$ cat config.mk
export PLATFORM = sky130hd
export DESIGN_NAME = led_frame_scheduler
export DESIGN_NICKNAME = d
export VERILOG_FILES = /design/src/rtl/led_frame_scheduler.sv
export SDC_FILE = /design/constraint.sdc
export NUM_CORES = 1
export LEC_CHECK = 0
export ABC_AREA = 1
export CORE_MARGIN = 2
export CORE_UTILIZATION = 48
export CTS_CLUSTER_DIAMETER = 200
export CTS_CLUSTER_SIZE = 8
export DETAILED_ROUTE_END_ITERATION = 10
export PLACE_DENSITY = 0.7
export SETUP_SLACK_MARGIN = 0.1
export SYNTH_ARGS = -nofsm -noshare
export SYNTH_HDL_FRONTEND = slang
export SYNTH_SLANG_ARGS = --single-unit
$ cat constraint.sdc
create_clock -name oscillator -period 1.7 [get_ports oscillator]
set_input_delay 0.425 -clock oscillator [delete_from_list [all_inputs] [get_ports oscillator]]
set_output_delay 0.425 -clock oscillator [all_outputs]
set_load 0.1 [all_outputs]
$ cat src/rtl/led_frame_scheduler.sv
`default_nettype none
// ============================================================================
// Module   : led_frame_scheduler
// Purpose  : Multi-channel PWM frame sequencer. A free-running period counter
//            drives per-channel LED outputs from an active duty bank. Host
//            writes land in a shadow bank. A commit copies shadow to active
//            only at a period boundary, so a frame never changes mid-period.
// Ports    :
//   oscillator      in   clock, rising edge
//   globalReset     in   synchronous active-high reset
//   wr_valid        in   host write request
//   wr_ready        out  write accepted when wr_valid & wr_ready
//   wr_ch           in   target channel index
//   wr_duty         in   duty value for the shadow bank
//   wr_err          out  one-cycle pulse after an accepted out-of-range write
//   commit          in   request shadow->active swap at the next boundary
//   commit_pending  out  swap requested and not yet performed
//   frame_data      out  active duties, channel k at [k*DATA_W +: DATA_W]
//   pwm_cnt         out  period counter, 0 .. 2**DATA_W-2
//   period_start    out  high while pwm_cnt == 0, from the first wrap onward
//   led_on          out  led_on[k] = pwm_cnt < active duty k
// Revision : 1.0 - initial release
// ============================================================================
module led_frame_scheduler #(
    parameter int NUM_CH = 4,
    parameter int DATA_W = 12,
    parameter int CH_W   = 2
) (
    input  logic                     oscillator,
    input  logic                     globalReset,
    input  logic                     wr_valid,
    output logic                     wr_ready,
    input  logic [CH_W-1:0]          wr_ch,
    input  logic [DATA_W-1:0]        wr_duty,
    output logic                     wr_err,
    input  logic                     commit,
    output logic                     commit_pending,
    output logic [NUM_CH*DATA_W-1:0] frame_data,
    output logic [DATA_W-1:0]        pwm_cnt,
    output logic                     period_start,
    output logic [NUM_CH-1:0]        led_on
);

    // Last counter value; the all-ones value is skipped so a duty of all-ones
    // keeps the LED on for the whole period.
    localparam logic [DATA_W-1:0] C_MAX_CNT = {{(DATA_W-1){1'b1}}, 1'b0};

    typedef enum logic [0:0] {
        S_IDLE    = 1'b0,
        S_PENDING = 1'b1
    } state_t;

    state_t                     state_q, state_d;
    logic [DATA_W-1:0]          cnt_q, cnt_d;
    logic                       period_start_q;
    logic                       wr_err_q;
    logic [NUM_CH*DATA_W-1:0]   shadow_q, shadow_d;
    logic [NUM_CH*DATA_W-1:0]   active_q, active_d;

    logic                       w_at_max;
    logic                       w_accept;
    logic                       w_hit;
    logic                       w_swap;

    assign w_at_max = (cnt_q == C_MAX_CNT);
    assign cnt_d    = w_at_max ? '0 : cnt_q + 1'b1;
    assign w_accept = wr_valid & wr_ready;

    // Shadow bank update. An index that matches no channel leaves the bank
    // untouched and is reported through wr_err instead.
    always_comb begin
        shadow_d = shadow_q;
        w_hit    = 1'b0;
        for (int k = 0; k < NUM_CH; k++) begin
            if (w_accept && (wr_ch == CH_W'(k))) begin
                shadow_d[k*DATA_W +: DATA_W] = wr_duty;
                w_hit                        = 1'b1;
            end
        end
    end

    // Commit handshake. commit_pending also reflects a commit being presented
    // in IDLE so the host sees the request acknowledged in the same cycle.
    always_comb begin
        state_d        = state_q;
        wr_ready       = 1'b0;
        commit_pending = 1'b0;
        w_swap         = 1'b0;
        case (state_q)
            S_IDLE: begin
                wr_ready       = 1'b1;
                commit_pending = commit;
                if (commit) begin
                    state_d = S_PENDING;
                end
            end
            S_PENDING: begin
                commit_pending = 1'b1;
                if (w_at_max) begin
                    w_swap  = 1'b1;
                    state_d = S_IDLE;
                end
            end
            default: begin
                state_d = S_IDLE;
            end
        endcase
    end

    // Writes are blocked while pending, so the swap never races a write.
    assign active_d = w_swap ? shadow_q : active_q;

    always_ff @(posedge oscillator) begin
        if (globalReset) begin
            state_q        <= S_IDLE;
            cnt_q          <= '0;
            period_start_q <= 1'b0;
            wr_err_q       <= 1'b0;
            shadow_q       <= '0;
            active_q       <= '0;
        end else begin
            state_q        <= state_d;
            cnt_q          <= cnt_d;
            period_start_q <= w_at_max;
            wr_err_q       <= w_accept & ~w_hit;
            shadow_q       <= shadow_d;
            active_q       <= active_d;
        end
    end

    assign pwm_cnt      = cnt_q;
    assign period_start = period_start_q;
    assign wr_err       = wr_err_q;
    assign frame_data   = active_q;

    generate
        for (genvar g = 0; g < NUM_CH; g++) begin : g_led
            assign led_on[g] = (cnt_q < active_q[g*DATA_W +: DATA_W]);
        end
    endgenerate

endmodule
`default_nettype wire

==> results.env <==
CTS_MAX_PATH_BUFS=2
HOLD_PATH.CLASS='register to register'
CRIT_PATH_START_KIND='register'
REPORTED_LEAKAGE_POWER_nW=4.588
DRT_PASS1_ITERATIONS=8
AVGVIACOUNTPERCELL=5.806
WORST-ENDPOINT-ARRIVAL_NS=1.94
SYNTH_CELL_TYPES=27
GP_CONGESTION=0.8608
NUM_IO_PINS=86
MAXIMUM_LEVEL_OF_THE_CTS_H_TREE=3
CLK_ROOT_BUFFER_CELL='clkbuf_8'
SYNTH_TOP_CELL_BY_AREA='dfxtp_1'
UTILIZATION_PCT=88.50
WORSTPATHREQUIRED_NS=1.27
TRITONCTS_NUM_SINKS=111
DETAIL_ROUTE.WIRELENGTH_UM=24590
PROPORTION_OF_SYNTHESIZED_CHIP_AREA_IN_SEQUENTIAL_CELLS_PCT=41.98
CRIT-REG2REG-LAUNCH='pwm_cnt[5]$_SDFF_PP0_'
POSTSYNTHNETCOUNT=822
CRITICAL_PATH.REG2REG.ENDPOINT='frame_data[43]$_SDFFE_PP0P_'
CRIT_PATH_END='led_on[0]'
FF2FF_SETUP_SLACK_NS=-0.41
FINALSETUPVIOLATIONS=58
STATUS='finished, violations left'
DIE-AREA_UM2=11890
ANT_NETS_AFTER_ROUTE=0
FINAL.MIN_CLOCK_PERIOD_NS=2.365
CTSHOLDBUFFERS=0
PLACE.DETAILED.HPWL_UM=11990
SETUP_WS_NS=-0.6649
FINAL_CELL_AREA_UM2=9552
MAX_CAP_VIOLATIONS=0
ANTENNA_CELLS_INSERTED=0
INTERNAL_POWER_mW=3.406
NUM-NETS-FINAL=1025
TRACK_USAGE_PCT=36.36
FINALHOLDVIOLATIONS=0
SWITCHING_SHARE_OF_TOTAL_POWER_PCT=32.01
GRT_OVERFLOW_TOTAL=0
WORST-R2R-CELL-COUNT=12
DETAILED_PLACE.AREA_UM2=8114
SYNTH.FF_LATCH_COUNT=111
VIAS_IN_THE_FIRST_GLOBAL_ROUTE=6005
NUM_VIAS=6421
DIE_X_UM=109.0
WORST_SKEW_PAIR.LATE_LATENCY_NS=0.41
PERIOD_SHARE_PCT=139.1
SYNTHDOMINANTCELLAREASHARE_PCT=41.98
INITIALDRTVIOLATIONCOUNT=625
NETLIST_INSTANCES=758
CELLPOWERDENSITY_nW_PER_UM2=524.4
DRC_VIOLATION_COUNT_AFTER_ROUTING=0
VIOLATIONS_IN_THE_FINAL_REPORTS='setup timing'
SHARE_COMB_OF_TOTAL_POWER_PCT=13.9
ROWS=38
SYNTH-WARNING-COUNT=0
GRT_ANTENNA_BEFORE_REPAIR=0
CTS_TREE='yes'
SETUP.WORST_PATH.CLASS='register to primary output'
TOTAL_SWITCHING_POWER_mW=1.604
DIE_H_UM=109.0
SYN2LAYOUT_AREA_GROWTH_PCT=80.43
PIN_COUNT_OF_THE_BIGGEST_NET_ENTERING_GLOBAL_ROUTING=35
CTS_INSERTED_BUFFERS=9
SYN_AVG_CELL_AREA_UM2=6.984
POST_ROUTE_CELLS_DRIVE_ABOVE_1_SHARE_PCT=47.00
MAX_FREQ_MHz=422.9
POST_PLACE_SETUP_SLACK_NS=-0.1617
REPORT.FINAL.SLEW_VIOL_COUNT=0
CRIT_START='frame_data[7]$_SDFFE_PP0P_'
WORST_SETUP_PATH_END_KIND='primary output'
CLKTRANSATPATHREGS_NS=0.12
BUFFER_PORTS.INSERTED=85
VDD.IR_DROP.WORST_mV=0.5161
WORST_CLOCK_SKEW_NS=0.01965
SHARE_CLK_OF_TOTAL_POWER_PCT=33.3
ROUTEDWLPERCELL_UM=22.23
POWER_FRAC_SEQ_PCT=52.9
SETUP_REPAIR_AFTER_GLOBAL_ROUTING_MISSED_ITS_MARGIN='true'
SYNTHTOPCELLSBYAREA='dfxtp_1 (42%), nor2_1 (15%), nand2_1 (12%)'
SYN-CELL-AREA_UM2=5294
FILLCELLCOUNT=459
GLOBAL_ROUTE_WIRE_LENGTH_BEFORE_REPAIR_UM=32130
INITIAL_CORE_UTIL_PCT=49.05
CRITICAL_PATH.MAX_FANOUT=2
CORE_REGION_AREA_UM2=10790
-- power groups by stage --
stage | Sequential [mW] | Clock [mW] | Combinational (mW)
3_3_place_gp | 2.68 | 0 | 0.618
4_1_cts | 2.64 | 1.59 | 0.652
3_5_place_dp | 2.68 | 0 | 0.635
6_report | 2.65 | 1.67 | 0.695
2_1_floorplan | 2.72 | 0 | 0.322
5_1_grt | 2.65 | 1.75 | 0.723
-- how the worst min path moves through the flow --
stage          slack, ns  cells after the start                       from                           to
2_1_floorplan       0.45                      2  shadow_q[13]$_SDFFE_PP0P_  frame_data[13]$_SDFFE_PP0P_
3_3_place_gp        0.46                      2  shadow_q[19]$_SDFFE_PP0P_  frame_data[19]$_SDFFE_PP0P_
3_5_place_dp        0.46                      2   shadow_q[1]$_SDFFE_PP0P_   frame_data[1]$_SDFFE_PP0P_
4_1_cts             0.48                      2  shadow_q[11]$_SDFFE_PP0P_  frame_data[11]$_SDFFE_PP0P_
5_1_grt             0.52                      2   shadow_q[0]$_SDFFE_PP0P_   frame_data[0]$_SDFFE_PP0P_
6_report            0.48                      2  shadow_q[37]$_SDFFE_PP0P_  frame_data[37]$_SDFFE_PP0P_
-- per-stage QoR --
stage | cells | power [mW] | hold WS, ns | TNS [ns]
4_1_cts | 1098 | 4.879 | 0.4823 | -3.911
3_5_place_dp | 1045 | 3.318 | 0.4628 | -3.766
5_1_grt | 1106 | 5.121 | 0.5155 | -18.19
3_3_place_gp | 1045 | 3.298 | 0.4606 | -1.267
6_report | 1106 | 5.009 | 0.4819 | -17.17
2_1_floorplan | 758 | 3.038 | 0.4477 | -1.692
-- layout by cell type (no fill, tap or decap), types with 4 or more instances in the layout --
cell / instances
inv_2: 37
a21oi_4: 4
o21ai_0: 47
dfxtp_4: 57
o21ai_1: 5
buf_12: 78
nor2_4: 25
a21oi_2: 7
clkbuf_8: 9
nor3_2: 8
dfxtp_1: 50
buf_16: 11
ha_4: 22
inv_1: 43
clkdlybuf4s50_1: 16
nor2_1: 167
nand2_4: 7
buf_4: 93
o21a_1: 4
nor2_2: 22
a21oi_1: 12
buf_6: 19
dfxtp_2: 4
nand2_1: 131
ha_1: 24
nand2_2: 30
-- final cells by class --
type                       count  area [um2]  area share, %
clock buffer                  10       127.6          1.336
clock inverter                 6       62.56         0.6550
inverter                      82       312.8          3.275
multi-input combinational    537        3440          36.01
sequential                   111        2441          25.56
tap                          140       175.2          1.834
timing repair buffer         220        2993          31.33
-- critical path, stage by stage (launching register included) --
cell and delay [ns]:
dfxtp_4 0.38, inv_2 0.06, ha_4 0.28, nand2_1 0.08, inv_2 0.10, nand3_2 0.12, nor3_4 0.25, a21oi_4 0.10
buf_12 0.17
-- routing by layer --
layer,GRT usage [%],wire length (um)
met1,45.45,8783
met2,58.21,11510
met3,8.667,2610
met4,18.77,1692
met5,0,0
-- sequential cells by signal, indices dropped and copies added (netlist names) --
register      count
shadow_q         48
frame_data       48
state_q           1
period_start      1
pwm_cnt          12
wr_err            1
-- cell usage after synthesis (all sizes together) --
master and instances:
o21a 4, dfxtp 111, inv 81, buf 11
clkinv 1, conb 1, ha 46, nand2 168
nor3b 1, xor2 3, and3 1, a21oi 23
nor3 9, or2 1, nor2 214, nand3 8
nand4 2, o21ai 53, clkbuf 18, xnor2 2
-- cell families (layout without fill, tap and decap cells) --
kind of cell	count (synthesis)	after routing	share of synthesized area, %
fa+ha+maj	46	46	10.87
simple gates	404	405	29.90
buf+inv	111	318	8.603
compound gates	80	80	7.752
flops	111	111	41.98
xor+xnor	5	5	0.8274
other cells	1	1	0.07084
-- repair_timing --
item,CTS,global route
setup buffers,28,14
gates resized for setup,131,53
setup endpoints to repair,70,77
gates cloned,12,1
pin swaps,27,17
No activity file was read; power rests on OpenSTA's default activity.
